## config.mk

```make
export PLATFORM = sky130hd
export DESIGN_NAME = rgb_pattern_controller_flat
export DESIGN_NICKNAME = d
export VERILOG_FILES = /design/src/rtl/rgb_pattern_controller_pkg.sv /design/src/rtl/rgb_pattern_controller_if.sv /design/src/rtl/rgb_pattern_controller_tick_timer.sv /design/src/rtl/rgb_pattern_controller.sv /design/src/flat_wrapper.sv
export SDC_FILE = /design/constraint.sdc
export NUM_CORES = 1
export LEC_CHECK = 0
export BUFFER_PORTS_ARGS = -buffer_cell sky130_fd_sc_hd__buf_2
export CAP_MARGIN = 20
export CORE_MARGIN = 10
export CORE_UTILIZATION = 50
export CTS_CLUSTER_DIAMETER = 60
export CTS_CLUSTER_SIZE = 14
export DETAILED_ROUTE_END_ITERATION = 7
export PLACE_DENSITY_LB_ADDON = 0.25
export SLEW_MARGIN = 25
export SYNTH_ARGS = -nofsm -noshare
export SYNTH_HDL_FRONTEND = slang
export SYNTH_SLANG_ARGS = --single-unit
```

## constraint.sdc

```tcl
create_clock -name clk -period 2.6 [get_ports clk]
set_clock_uncertainty 0.05 [all_clocks]
set_input_delay 0.13 -clock clk [delete_from_list [all_inputs] [get_ports clk]]
set_output_delay 0.13 -clock clk [all_outputs]
set_load 0.005 [all_outputs]
```

## src/rtl/rgb_pattern_controller_pkg.sv

```systemverilog
// Shared types and colour table for the RGB pattern sequencer.
// Provides mode_t, SEQ_LEN, COLOR_TABLE, next_index() and next_mode().
package rgb_seq_pkg;

  typedef enum logic [1:0] {
    OFF    = 2'd0,
    MANUAL = 2'd1,
    AUTO   = 2'd2,
    BLINK  = 2'd3
  } mode_t;

  localparam int SEQ_LEN = 6;

  // Element 0 is the rightmost entry: R Y G C B M
  localparam logic [SEQ_LEN-1:0][2:0] COLOR_TABLE = {
    3'b101, 3'b100, 3'b110, 3'b010, 3'b011, 3'b001
  };

  function automatic logic [2:0] next_index(
    input logic [2:0] idx
  );
    return (idx == 3'(SEQ_LEN - 1)) ? 3'd0 : idx + 3'd1;
  endfunction

  function automatic mode_t next_mode(
    input mode_t m
  );
    mode_t r;
    unique case (m)
      OFF:     r = MANUAL;
      MANUAL:  r = AUTO;
      AUTO:    r = BLINK;
      default: r = OFF;
    endcase
    return r;
  endfunction

endpackage

```

## src/rtl/rgb_pattern_controller_if.sv

```systemverilog
// Pulse inputs and registered LED/status outputs of the sequencer.
// master: pulse source / observer; slave: the controller.
interface rgb_pattern_controller_if;

  logic       step_pulse;
  logic       mode_pulse;
  logic [2:0] rgb;
  logic [1:0] mode_out;
  logic [2:0] index_out;

  modport master (
    output step_pulse,
    output mode_pulse,
    input  rgb,
    input  mode_out,
    input  index_out
  );

  modport slave (
    input  step_pulse,
    input  mode_pulse,
    output rgb,
    output mode_out,
    output index_out
  );

endinterface

```

## src/rtl/rgb_pattern_controller_tick_timer.sv

```systemverilog
// Free-running tick counter wrapping at a runtime last-count value.
// Ports: clk, rst (sync, active-low), clear, enable, last, terminal.
module tick_timer #(
  parameter int MAX = 12_000_000,
  localparam int W  = (MAX > 2) ? $clog2(MAX) : 1
) (
  input  logic         clk,
  input  logic         rst,
  input  logic         clear,
  input  logic         enable,
  input  logic [W-1:0] last,
  output logic         terminal
);

  logic [W-1:0] cnt;

  assign terminal = enable && (cnt == last);

  always_ff @(posedge clk) begin
    if (!rst) begin
      cnt <= '0;
    end else if (clear || terminal) begin
      cnt <= '0;
    end else if (enable) begin
      cnt <= cnt + 1'b1;
    end
  end

endmodule

```

## src/rtl/rgb_pattern_controller.sv

```systemverilog
// Mode-driven RGB LED sequencer: OFF, MANUAL step, AUTO advance, BLINK.
// Ports: clk, rst (sync, active-low), bus (slave: pulses in, rgb/mode/index out).
module rgb_pattern_controller
  import rgb_seq_pkg::*;
#(
  parameter int  PERIOD_TICKS = 12_000_000,
  localparam int CNT_W = (PERIOD_TICKS > 2) ? $clog2(PERIOD_TICKS) : 1
) (
  input  logic                     clk,
  input  logic                     rst,
  rgb_pattern_controller_if.slave  bus
);

  if (PERIOD_TICKS < 2 || (PERIOD_TICKS % 2) != 0) begin : g_bad_period
    $error("PERIOD_TICKS must be even and >= 2");
  end

  mode_t      mode_q, mode_d;
  logic [2:0] index_q, index_d;
  logic       phase_q, phase_d;

  logic             tmr_clear;
  logic             tmr_en;
  logic             tmr_term;
  logic [CNT_W-1:0] tmr_last;

  logic [2:0] rgb_q;
  logic [1:0] mode_oq;
  logic [2:0] index_oq;

  assign tmr_en = (mode_q == AUTO) || (mode_q == BLINK);

  // BLINK toggles every half period so a full on/off cycle is one period
  assign tmr_last = (mode_q == BLINK)
                  ? CNT_W'(PERIOD_TICKS / 2 - 1)
                  : CNT_W'(PERIOD_TICKS - 1);

  tick_timer #(
    .MAX (PERIOD_TICKS)
  ) u_timer (
    .clk      (clk),
    .rst      (rst),
    .clear    (tmr_clear),
    .enable   (tmr_en),
    .last     (tmr_last),
    .terminal (tmr_term)
  );

  // mode_pulse > step_pulse > terminal; a step that lands on the
  // terminal count wins and the terminal advance is swallowed
  always_comb begin
    mode_d    = mode_q;
    index_d   = index_q;
    phase_d   = phase_q;
    tmr_clear = !tmr_en;
    if (bus.mode_pulse) begin
      mode_d    = next_mode(mode_q);
      phase_d   = 1'b1;
      tmr_clear = 1'b1;
    end else if (bus.step_pulse && mode_q != OFF) begin
      index_d   = next_index(index_q);
      phase_d   = 1'b1;
      tmr_clear = 1'b1;
    end else if (tmr_term) begin
      if (mode_q == AUTO) begin
        index_d = next_index(index_q);
      end else begin
        phase_d = !phase_q;
      end
    end
  end

  always_ff @(posedge clk) begin
    if (!rst) begin
      mode_q  <= OFF;
      index_q <= 3'd0;
      phase_q <= 1'b1;
    end else begin
      mode_q  <= mode_d;
      index_q <= index_d;
      phase_q <= phase_d;
    end
  end

  logic lit;

  always_comb begin
    lit = 1'b0;
    unique case (mode_q)
      MANUAL:  lit = 1'b1;
      AUTO:    lit = 1'b1;
      BLINK:   lit = phase_q;
      default: lit = 1'b0;
    endcase
  end

  always_ff @(posedge clk) begin
    if (!rst) begin
      rgb_q    <= 3'b000;
      mode_oq  <= OFF;
      index_oq <= 3'd0;
    end else begin
      rgb_q    <= lit ? COLOR_TABLE[index_q] : 3'b000;
      mode_oq  <= mode_q;
      index_oq <= index_q;
    end
  end

  assign bus.rgb       = rgb_q;
  assign bus.mode_out  = mode_oq;
  assign bus.index_out = index_oq;

endmodule

```

## src/flat_wrapper.sv

```systemverilog
// flat-port wrapper written by rule: the top's interface ports become plain ports
module rgb_pattern_controller_flat import rgb_seq_pkg::*;
#(
  parameter int  PERIOD_TICKS = 12_000_000,
  localparam int CNT_W = (PERIOD_TICKS > 2) ? $clog2(PERIOD_TICKS) : 1
)
  (clk, rst, bus_step_pulse, bus_mode_pulse, bus_rgb, bus_mode_out, bus_index_out);
  rgb_pattern_controller_if bus_i ();
  input  logic clk;
  input  logic rst;
  input wire logic [$bits(bus_i.step_pulse)-1:0] bus_step_pulse;
  input wire logic [$bits(bus_i.mode_pulse)-1:0] bus_mode_pulse;
  output wire logic [$bits(bus_i.rgb)-1:0] bus_rgb;
  output wire logic [$bits(bus_i.mode_out)-1:0] bus_mode_out;
  output wire logic [$bits(bus_i.index_out)-1:0] bus_index_out;
  assign bus_i.step_pulse = bus_step_pulse;
  assign bus_i.mode_pulse = bus_mode_pulse;
  assign bus_rgb = bus_i.rgb;
  assign bus_mode_out = bus_i.mode_out;
  assign bus_index_out = bus_i.index_out;
  rgb_pattern_controller #(.PERIOD_TICKS(PERIOD_TICKS)) u_core (.clk(clk), .rst(rst), .bus(bus_i));
endmodule
```

==> flow_metrics.env, run 1 <==
export IMPL_drive_gt1_frac=0.1520
export IMPL_crit_arrival_ns=2.59
export IMPL_min_from="rst"
export IMPL_syn_mean_instance_area_um2=9.262
export IMPL_final_nets=213
export IMPL_met3_usage=0.03986
export IMPL_hpwlAfterDp_mm=2.315
export IMPL_period_share=0.9216
export IMPL_critPathCaptureType="register"
export IMPL_viasPerCell=5.328
export IMPL_ant_nets=0
export IMPL_cts_buffers_inserted=5
export IMPL_drv_slew=0
export IMPL_use_met2=0.1965
export IMPL_grt_first_pass_wirelength_mm=5.623
export IMPL_diodes=0
export IMPL_p_leak_nw=0.7322
export IMPL_max_vdd_ir_drop_v=0.0002921
export IMPL_cts_resized=0
export IMPL_p_total_mw=1.054
export IMPL_drc_errors=0
export IMPL_ys_types=44
export IMPL_grt_setup_unrepaired="no"
export IMPL_die_y_um=78.38
export IMPL_grt_pass1_vias=1353
export IMPL_final_common_cell="dfxtp_1"
export IMPL_drt_pass1_iterations=4
export IMPL_drt_iter0_drc=49
export IMPL_die_area_um2=6143
export IMPL_startpoint_type="register"
export IMPL_die_x_um=78.38
export IMPL_startpoint="u_core.mode_q[1]$_SDFFE_PN0P_"
export IMPL_drt_wl_total_mm=3.050
export IMPL_slew_headroom=0.4818
export IMPL_drt_wirelength_per_cell_um=12.20
export IMPL_start_util=0.5147
export IMPL_ys_ff_latch=38
export IMPL_worst_slew_pin_slew_ns=0.7714
export IMPL_clkTransAtPathRegs_ns=0.11
export IMPL_cts_htree_levels=2
export IMPL_clockBufferDepth=2
export IMPL_grt_busiest_layer="met2"
export IMPL_coreArea_um2=3311
export IMPL_hold_class="in2reg"
export IMPL_synthArstFlopShare=0
export IMPL_synth_warnings=0
export IMPL_synth_edf_count=0
export IMPL_crit_type="reg2reg"
export IMPL_vias=1332
export IMPL_area_growth_pct=13.14
export IMPL_crit_fanout=5
export IMPL_r2r_start="u_core.mode_q[1]$_SDFFE_PN0P_"
export IMPL_ys_flop_type="dfxtp_1"
export IMPL_pre_cts_ws_ns=0.2173
export IMPL_final_cell_mix="dfxtp_1 (38), nor2_1 (31), xor2_1 (18)"
export IMPL_postSynthCellCount=184
export IMPL_track_usage=0.1096
export IMPL_fin_util=0.5824
export IMPL_ys_seq_area_frac=0.4464
export IMPL_rows=21
export IMPL_hold_slack_ns=0.04968
export IMPL_setup_viol=0
export IMPL_r2r_slack_ns=0.20
export IMPL_grt_overflow_total=0
export IMPL_grt_antenna_before_repair=0
export IMPL_drv_cap=0
export IMPL_ios=12
export IMPL_cts_tree="built"
export IMPL_fin_ws_ns=0.2037
export IMPL_finalHoldViolations=0
export IMPL_period_needed_ns=2.396
export IMPL_status="complete, no violations"
export IMPL_clock_sinks=38
export IMPL_power_density_nw_per_um2=546.7
export IMPL_required_ns=2.80
export IMPL_gp_congestion=0.7594
export IMPL_clkLatencyLatePin_ns=0.34
export IMPL_syn_area_um2=1704
export IMPL_fmax_ghz=0.4173
export IMPL_met1_usage=0.1107
export IMPL_syn_nets=193
export IMPL_fin_setup_tns_ns=0
export IMPL_io_buffer_count=11
export IMPL_cts_root_buf="clkbuf_4"
export IMPL_grt_max_degree=18
[path summary, 6_finish.rpt]
kind	cells past startpoint	to
max	6	u_core.index_q[2]$_SDFFE_PN0P_
min	3	u_core.index_q[0]$_SDFFE_PN0P_
max reg2reg	6	u_core.index_q[2]$_SDFFE_PN0P_
min reg2reg	1	u_core.u_timer.cnt[0]$_SDFFE_PP0N_
[state kept, by name, indices dropped and copies added (netlist names)]
| signal | flops |
|---|---|
| u_core.u_timer.cnt | 24 |
| u_core.bus.index_out | 3 |
| u_core.bus.rgb | 3 |
| u_core.index_q | 3 |
| u_core.bus.mode_out | 2 |
| u_core.mode_q | 2 |
| u_core.phase_q | 1 |
[final cells by class]
| class | instances | area [um2] |
|---|---|---|
| inverter | 8 | 30.03 |
| fill | 307 | 1383 |
| tap | 46 | 57.56 |
| multi-input combinational | 133 | 888.4 |
| sequential | 38 | 760.7 |
| clock buffer | 6 | 51.30 |
| timing repair buffer | 18 | 110.1 |
| clock inverter | 1 | 30.03 |
[worst max-delay path: stages (launching register included)]
cell	delay, ns
dfxtp_1	0.41
ha_1	0.27
and4b_1	0.21
a22oi_1	0.08
or4_4	0.58
o32a_4	0.40
mux2_4	0.30
[metrics by stage]
stage / area (um2) / instances
after detailed placement: 1837 / 242
after floorplan: 1704 / 184
final: 1928 / 250
after global routing: 1928 / 250
after CTS: 1928 / 250
after global placement: 1837 / 242
[metal layers]
metal	share of wire	wire, um
met3	0.047	142
met5	0	0
met2	0.48	1449
met1	0.46	1396
met4	0.020	61
[Yosys cell counts (all sizes together), types with 2 or more instances]
master,number,area share
dfxtp,38,0.45
nor2,31,0.068
xor2,18,0.093
nand2,14,0.031
inv,8,0.018
nand4,8,0.029
nand3,7,0.021
ha,5,0.037
nor3,5,0.015
xnor2,4,0.021
a21oi,3,0.0088
and2,3,0.011
and3,3,0.011
buf,3,0.010
nand2b,3,0.011
and4,2,0.010
clkbuf,2,0.0044
mux2,2,0.015
mux2i,2,0.012
nor4b,2,0.014
[what timing repair did]
item | in CTS | in global routing
hold buffers | 1 | 0
endpoints found under the hold margin | 1 | 0
setup buffers | 0 | 0
[cells by family (layout without fill, tap and decap cells)]
group | after synthesis | after routing | share of synthesized area
buf+inv | 13 | 33 | 0.03231
simple gates | 88 | 88 | 0.2717
fa+ha+maj | 5 | 5 | 0.03671
compound gates | 14 | 14 | 0.07269
flops | 38 | 38 | 0.4464
xor+xnor | 22 | 22 | 0.1131
mux | 4 | 4 | 0.02716
[power breakdown]
group | leakage (nW) | total [mW] | switching, mW | internal, mW
Combinational | 0.381 | 0.0518 | 0.0280 | 0.0238
Clock | 0.0443 | 0.407 | 0.183 | 0.224
Sequential | 0.307 | 0.596 | 0.00597 | 0.590
Power figures use the tool's default switching activity.
==> inputs of run 2 (changes only) <==
- CORE_UTILIZATION: 50 -> 45
- REMOVE_ABC_BUFFERS: unset -> 1
- SLEW_MARGIN: 25 -> unset
==> run 2 against run 1 <==
  * Cell count did not move
  * Total power shrank 0.74%
  * Clock-buffer cell count increased by 1
  * Largest cell class unchanged
  * Critical path depth did not move
  * Critical endpoint unchanged
  * Combinational power decreased by 4%
  * Wire length up 3.5%
  * Largest power group unchanged
  * Flip-flop and latch count unchanged
  * Final area decreased by 0.39%
==> flow_metrics.env, run 2 (synthesis results as in run 1) <==
export IMPL_status="complete, no violations"
export IMPL_reg2reg_depth=6
export IMPL_final_cell_mix="dfxtp_1 (38), nor2_1 (31), xor2_1 (18)"
export IMPL_start_util=0.4655
export IMPL_drt_iter0_drc=100
export IMPL_clkLatencyLatePin_ns=0.28
export IMPL_final_nets=210
export IMPL_io_buffer_count=11
export IMPL_grt_max_degree=17
export IMPL_required_ns=2.73
export IMPL_area_growth_pct=12.70
export IMPL_clock_sinks=38
export IMPL_grt_first_pass_wirelength_mm=5.382
export IMPL_holdBufCountCts=0
export IMPL_drv_cap=0
export IMPL_finalHoldViolations=0
export IMPL_coreArea_um2=3661
export IMPL_critPathMaxStageDelay_ns=0.58
export IMPL_crit_type="reg2reg"
export IMPL_drt_pass1_iterations=4
export IMPL_worst_slew_pin_slew_ns=0.7656
export IMPL_gp_congestion=0.8318
export IMPL_crit_slowest_cell="or4_4"
export IMPL_period_share=0.9073
export IMPL_viasPerCell=5.104
export IMPL_largest_register_ffs=24
export IMPL_die_x_um=81.54
export IMPL_grt_pass1_vias=1232
export IMPL_grt_overflow_total=0
export IMPL_grt_setup_unrepaired="no"
export IMPL_power_density_nw_per_um2=544.8
export IMPL_rows=22
export IMPL_die_area_um2=6649
export IMPL_hpwlAfterDp_mm=2.342
export IMPL_critPathCaptureType="register"
export IMPL_drc_errors=0
export IMPL_fmax_ghz=0.4239
export IMPL_track_usage=0.1037
export IMPL_post_cts_buffers=0
export IMPL_p_leak_nw=0.7211
export IMPL_setup_viol=0
export IMPL_crit_arrival_ns=2.49
export IMPL_diodes=0
export IMPL_final_common_cell="dfxtp_1"
export IMPL_cts_htree_levels=2
export IMPL_ios=12
export IMPL_period_needed_ns=2.359
export IMPL_crit_chain="ha_1 -> and4b_1 -> a22oi_1 -> or4_4 -> o32a_4 -> mux2_4"
export IMPL_drive_gt1_frac=0.1485
export IMPL_slew_headroom=0.4857
export IMPL_cts_resized=0
export IMPL_cts_tree="built"
export IMPL_fin_setup_tns_ns=0
export IMPL_hold_slack_ns=0.07789
export IMPL_die_y_um=81.54
export IMPL_worstHoldPathCells=2
export IMPL_hold_class="in2reg"
export IMPL_grt_antenna_before_repair=0
export IMPL_cts_buffers_inserted=5
export IMPL_vias=1276
export IMPL_drv_slew=0
export IMPL_crit_fanout=5
export IMPL_drt_wirelength_per_cell_um=12.63
export IMPL_clockBufferDepth=2
export IMPL_ant_nets=0
export IMPL_largest_register="u_core.u_timer.cnt"
export IMPL_startpoint_type="register"
export IMPL_clkTransAtPathRegs_ns=0.07
export IMPL_cts_root_buf="clkbuf_8"
export IMPL_drt_wl_total_mm=3.157
export IMPL_max_vdd_ir_drop_v=0.0004003
run 2: cell count changes in the layout (fill, tap and decap cells not counted), sizes merged:
cell,change
buf,-2
bufinv,-1
clkbuf,+1
clkinv,+1
dlygate4sd3,-1
run 2: per-stage QoR:
step | cells | utilization | power, mW | setup WS [ns] | area (um2)
floorplan | 179 | - | 0.6395 | 0.1945 | 1679
global placement | 242 | 0.4983 | 0.6563 | 0.3257 | 1824
detailed placement | 242 | 0.4983 | 0.6589 | 0.2094 | 1824
CTS | 250 | 0.5232 | 1.060 | 0.2004 | 1916
global route | 250 | 0.5246 | 1.095 | 0.1578 | 1921
finish | 250 | 0.5246 | 1.046 | 0.2411 | 1921
run 2: cell type report:
type | instances | area [um2]
Clock inverter | 1 | 5.005
Timing Repair Buffer | 15 | 85.08
Inverter | 8 | 30.03
Fill cell | 328 | 1740
Sequential cell | 38 | 760.7
Tap cell | 48 | 60.06
Multi-Input combinational cell | 133 | 893.4
Clock buffer | 7 | 86.33
run 2: path summary, 6_finish.rpt:
kind / slack [ns] / to / from
worst max-delay path: 0.24 / u_core.index_q[2]$_SDFFE_PN0P_ / u_core.mode_q[1]$_SDFFE_PN0P_
worst min-delay path: 0.08 / u_core.mode_q[0]$_SDFFE_PN0P_ / bus_mode_pulse
worst max register to register: 0.24 / u_core.index_q[2]$_SDFFE_PN0P_ / u_core.mode_q[1]$_SDFFE_PN0P_
worst min register to register: 0.40 / u_core.u_timer.cnt[0]$_SDFFE_PP0N_ / u_core.u_timer.cnt[0]$_SDFFE_PP0N_
run 2: critical path: cells and delay by family, from the launching register on:
family	cells	cell delay, ns
AND/OR/NAND/NOR	2	0.78
AO/OA/AOI/OAI	2	0.48
flip-flops	1	0.41
multiplexers	1	0.30
adder cells (fa/ha/maj)	1	0.23
run 2: layer usage:
layer,up-vias,wire [um],global-route usage
met2,21,1453,0.1675
li1,667,-,-
met4,0,65,0.06747
met3,6,183,0.03384
met5,-,0,0
met1,582,1454,0.1151
run 2: where the power goes:
group          leakage (nW)  switching (mW)  total (mW)  internal [mW]
logic                 0.366          0.0281      0.0499         0.0218
clock network        0.0482           0.187       0.401          0.214
registers             0.307         0.00580       0.596          0.590
==> inputs of run 3 (changes only) <==
- CORE_UTILIZATION: 45 -> 35
==> run 3 against run 2 <==
  * Wire length rose by 0.16%
  * First-iteration DRC count rose by 32%
  * Maximum frequency rose by 2.2%
  * Die area rose by 21%
  * Critical path depth did not move
  * Via count fell by 0.39%
  * Final area rose by 3.2%
  * Non-clock buffer count rose by 2
  * Setup slack improved by 0.050 ns
  * Combinational power fell by 1%
  * Largest power group unchanged
  * Highest routed layer unchanged
==> flow_metrics.env, run 3 (synthesis results as in run 1) <==
export IMPL_grt_overflow_total=0
export IMPL_drc_errors=0
export IMPL_period_needed_ns=2.309
export IMPL_ant_nets=0
export IMPL_final_cell_mix="dfxtp_1 (38), nor2_1 (31), xor2_1 (18)"
export IMPL_r2r_slack_ns=0.29
export IMPL_fin_ws_ns=0.2913
export IMPL_critPathMaxStageDelay_ns=0.58
export IMPL_hpwlAfterDp_mm=2.307
export IMPL_cts_htree_levels=2
export IMPL_drt_iter0_drc=132
export IMPL_slew_headroom=0.6187
export IMPL_period_share=0.8880
export IMPL_share_comb_of_total_power=0.043
export IMPL_viasPerCell=4.690
export IMPL_crit_arrival_ns=2.45
export IMPL_r2r_start="u_core.mode_q[1]$_SDFFE_PN0P_"
export IMPL_coreArea_um2=4723
export IMPL_status="complete, no violations"
export IMPL_critPathCaptureType="register"
export IMPL_rows=25
export IMPL_diodes=0
export IMPL_p_int_mw=0.8966
export IMPL_clkTransAtPathRegs_ns=0.08
export IMPL_clkLatencyLatePin_ns=0.30
export IMPL_share_seq_of_total_power=0.517
export IMPL_gp_congestion=0.7884
export IMPL_cts_tree="built"
export IMPL_cts_root_buf="clkbuf_8"
export IMPL_finalHoldViolations=0
export IMPL_crit_fanout=5
export IMPL_grt_antenna_before_repair=0
export IMPL_final_common_cell="dfxtp_1"
export IMPL_drive_gt1_frac=0.1618
export IMPL_cts_buffers_inserted=5
export IMPL_setup_worst_path_end="u_core.index_q[2]$_SDFFE_PN0P_"
export IMPL_drv_slew=0
export IMPL_die_y_um=89.78
export IMPL_setup_viol=0
export IMPL_rr_endpoint="u_core.index_q[2]$_SDFFE_PN0P_"
export IMPL_startpoint="u_core.mode_q[1]$_SDFFE_PN0P_"
export IMPL_final_nets=212
export IMPL_area_growth_pct=16.30
export IMPL_die_x_um=89.78
export IMPL_reg2reg_depth=6
export IMPL_vias=1271
export IMPL_grt_max_degree=14
export IMPL_grt_pass1_vias=1201
export IMPL_drv_cap=0
export IMPL_pre_cts_ws_ns=0.2816
export IMPL_largest_register_ffs=24
export IMPL_track_usage=0.08057
export IMPL_drt_wl_total_mm=3.162
export IMPL_power_density_nw_per_um2=580.5
export IMPL_startpoint_type="register"
export IMPL_die_area_um2=8060
export IMPL_drt_wirelength_per_cell_um=11.67
export IMPL_ios=12
export IMPL_crit_slowest_cell="or4_4"
export IMPL_fin_setup_tns_ns=0
export IMPL_hold_class="in2reg"
export IMPL_fmax_ghz=0.4331
export IMPL_required_ns=2.74
export IMPL_p_leak_nw=0.7329
export IMPL_drt_pass1_iterations=4
export IMPL_clkPwrFrac=0.440
export IMPL_crit_chain="ha_1 -> and4b_1 -> a22oi_1 -> or4_4 -> o32a_4 -> mux2_4"
export IMPL_max_vdd_ir_drop_v=0.0003405
export IMPL_clockBufferDepth=2
export IMPL_crit_type="reg2reg"
export IMPL_worst_slew_pin_slew_ns=0.5689
export IMPL_post_cts_buffers=0
export IMPL_io_buffer_count=11
export IMPL_clock_sinks=38
export IMPL_grt_first_pass_wirelength_mm=5.444
export IMPL_largest_register="u_core.u_timer.cnt"
export IMPL_grt_setup_unrepaired="no"
export IMPL_netSwitchingPower_mw=0.2539
export IMPL_start_util=0.3608
export IMPL_p_sw_frac=0.2207
run 3: cell types whose count changed in the layout (fill, tap and decap cells not counted):
cell / before / now
clkinv_2: 1 / 0
clkinvlp_4: 0 / 2
clkbuf_1: 1 / 0
bufinv_16: 0 / 1
clkbuf_8: 6 / 5
buf_4: 4 / 6
run 3: metrics by stage:
step	area (um2)	hold slack (ns)	util	cells	total power [mW]
after floorplan	1679	0.1694	-	179	0.6395
after global placement	1863	0.3846	0.3944	263	0.6588
after detailed placement	1863	0.3799	0.3944	263	0.6591
after CTS	1977	0.05705	0.4185	271	1.171
after global routing	1982	0.07936	0.4196	271	1.199
final	1982	0.06239	0.4196	271	1.150
run 3: how the worst min path moves through the flow:
stage,start,endpoint,slack [ns],cells past startpoint
2_1_floorplan,bus_mode_pulse,u_core.mode_q[0]$_SDFFE_PN0P_,0.17,1
3_3_place_gp,u_core.u_timer.cnt[0]$_SDFFE_PP0N_,u_core.u_timer.cnt[0]$_SDFFE_PP0N_,0.38,1
3_5_place_dp,bus_mode_pulse,u_core.mode_q[0]$_SDFFE_PN0P_,0.38,2
4_1_cts,bus_mode_pulse,u_core.mode_q[0]$_SDFFE_PN0P_,0.06,2
5_1_grt,bus_mode_pulse,u_core.mode_q[0]$_SDFFE_PN0P_,0.08,2
6_report,bus_mode_pulse,u_core.mode_q[0]$_SDFFE_PN0P_,0.06,2
run 3: area by class of cell:
class | count | area (um2)
clock inverter | 3 | 45.04
clock buffer | 5 | 68.82
timing repair buffer | 17 | 100.1
fill | 474 | 2741
inverter | 8 | 30.03
multi-input combinational | 133 | 893.4
sequential | 38 | 760.7
tap | 67 | 83.83
run 3: power groups by stage:
stage	logic (mW)	registers, mW	clock network [mW]
floorplan	0.0313	0.608	0
global placement	0.0501	0.609	0
detailed placement	0.0500	0.609	0
CTS	0.0504	0.595	0.525
global route	0.0566	0.597	0.546
finish	0.0493	0.595	0.506
run 3: metal layers:
metal | vias up | global-route usage | share of wire
met5 | - | 0 | 0
met4 | 0 | 0.04178 | 0.017
met3 | 5 | 0.03491 | 0.049
met2 | 16 | 0.1259 | 0.44
met1 | 579 | 0.09091 | 0.49
li1 | 671 | - | -
run 3: what timing repair did:
item                       in CTS  in global routing
hold buffers                    0                  0
gates resized for setup         0                  1
setup endpoints to repair       0                  1
run 3: critical path, delay by kind of cell, from the launching register on:
kind	cells	cell delay, ns
multiplexers	1	0.29
adder cells (fa/ha/maj)	1	0.22
flip-flops	1	0.39
AND/OR/NAND/NOR	2	0.78
AO/OA/AOI/OAI	2	0.48
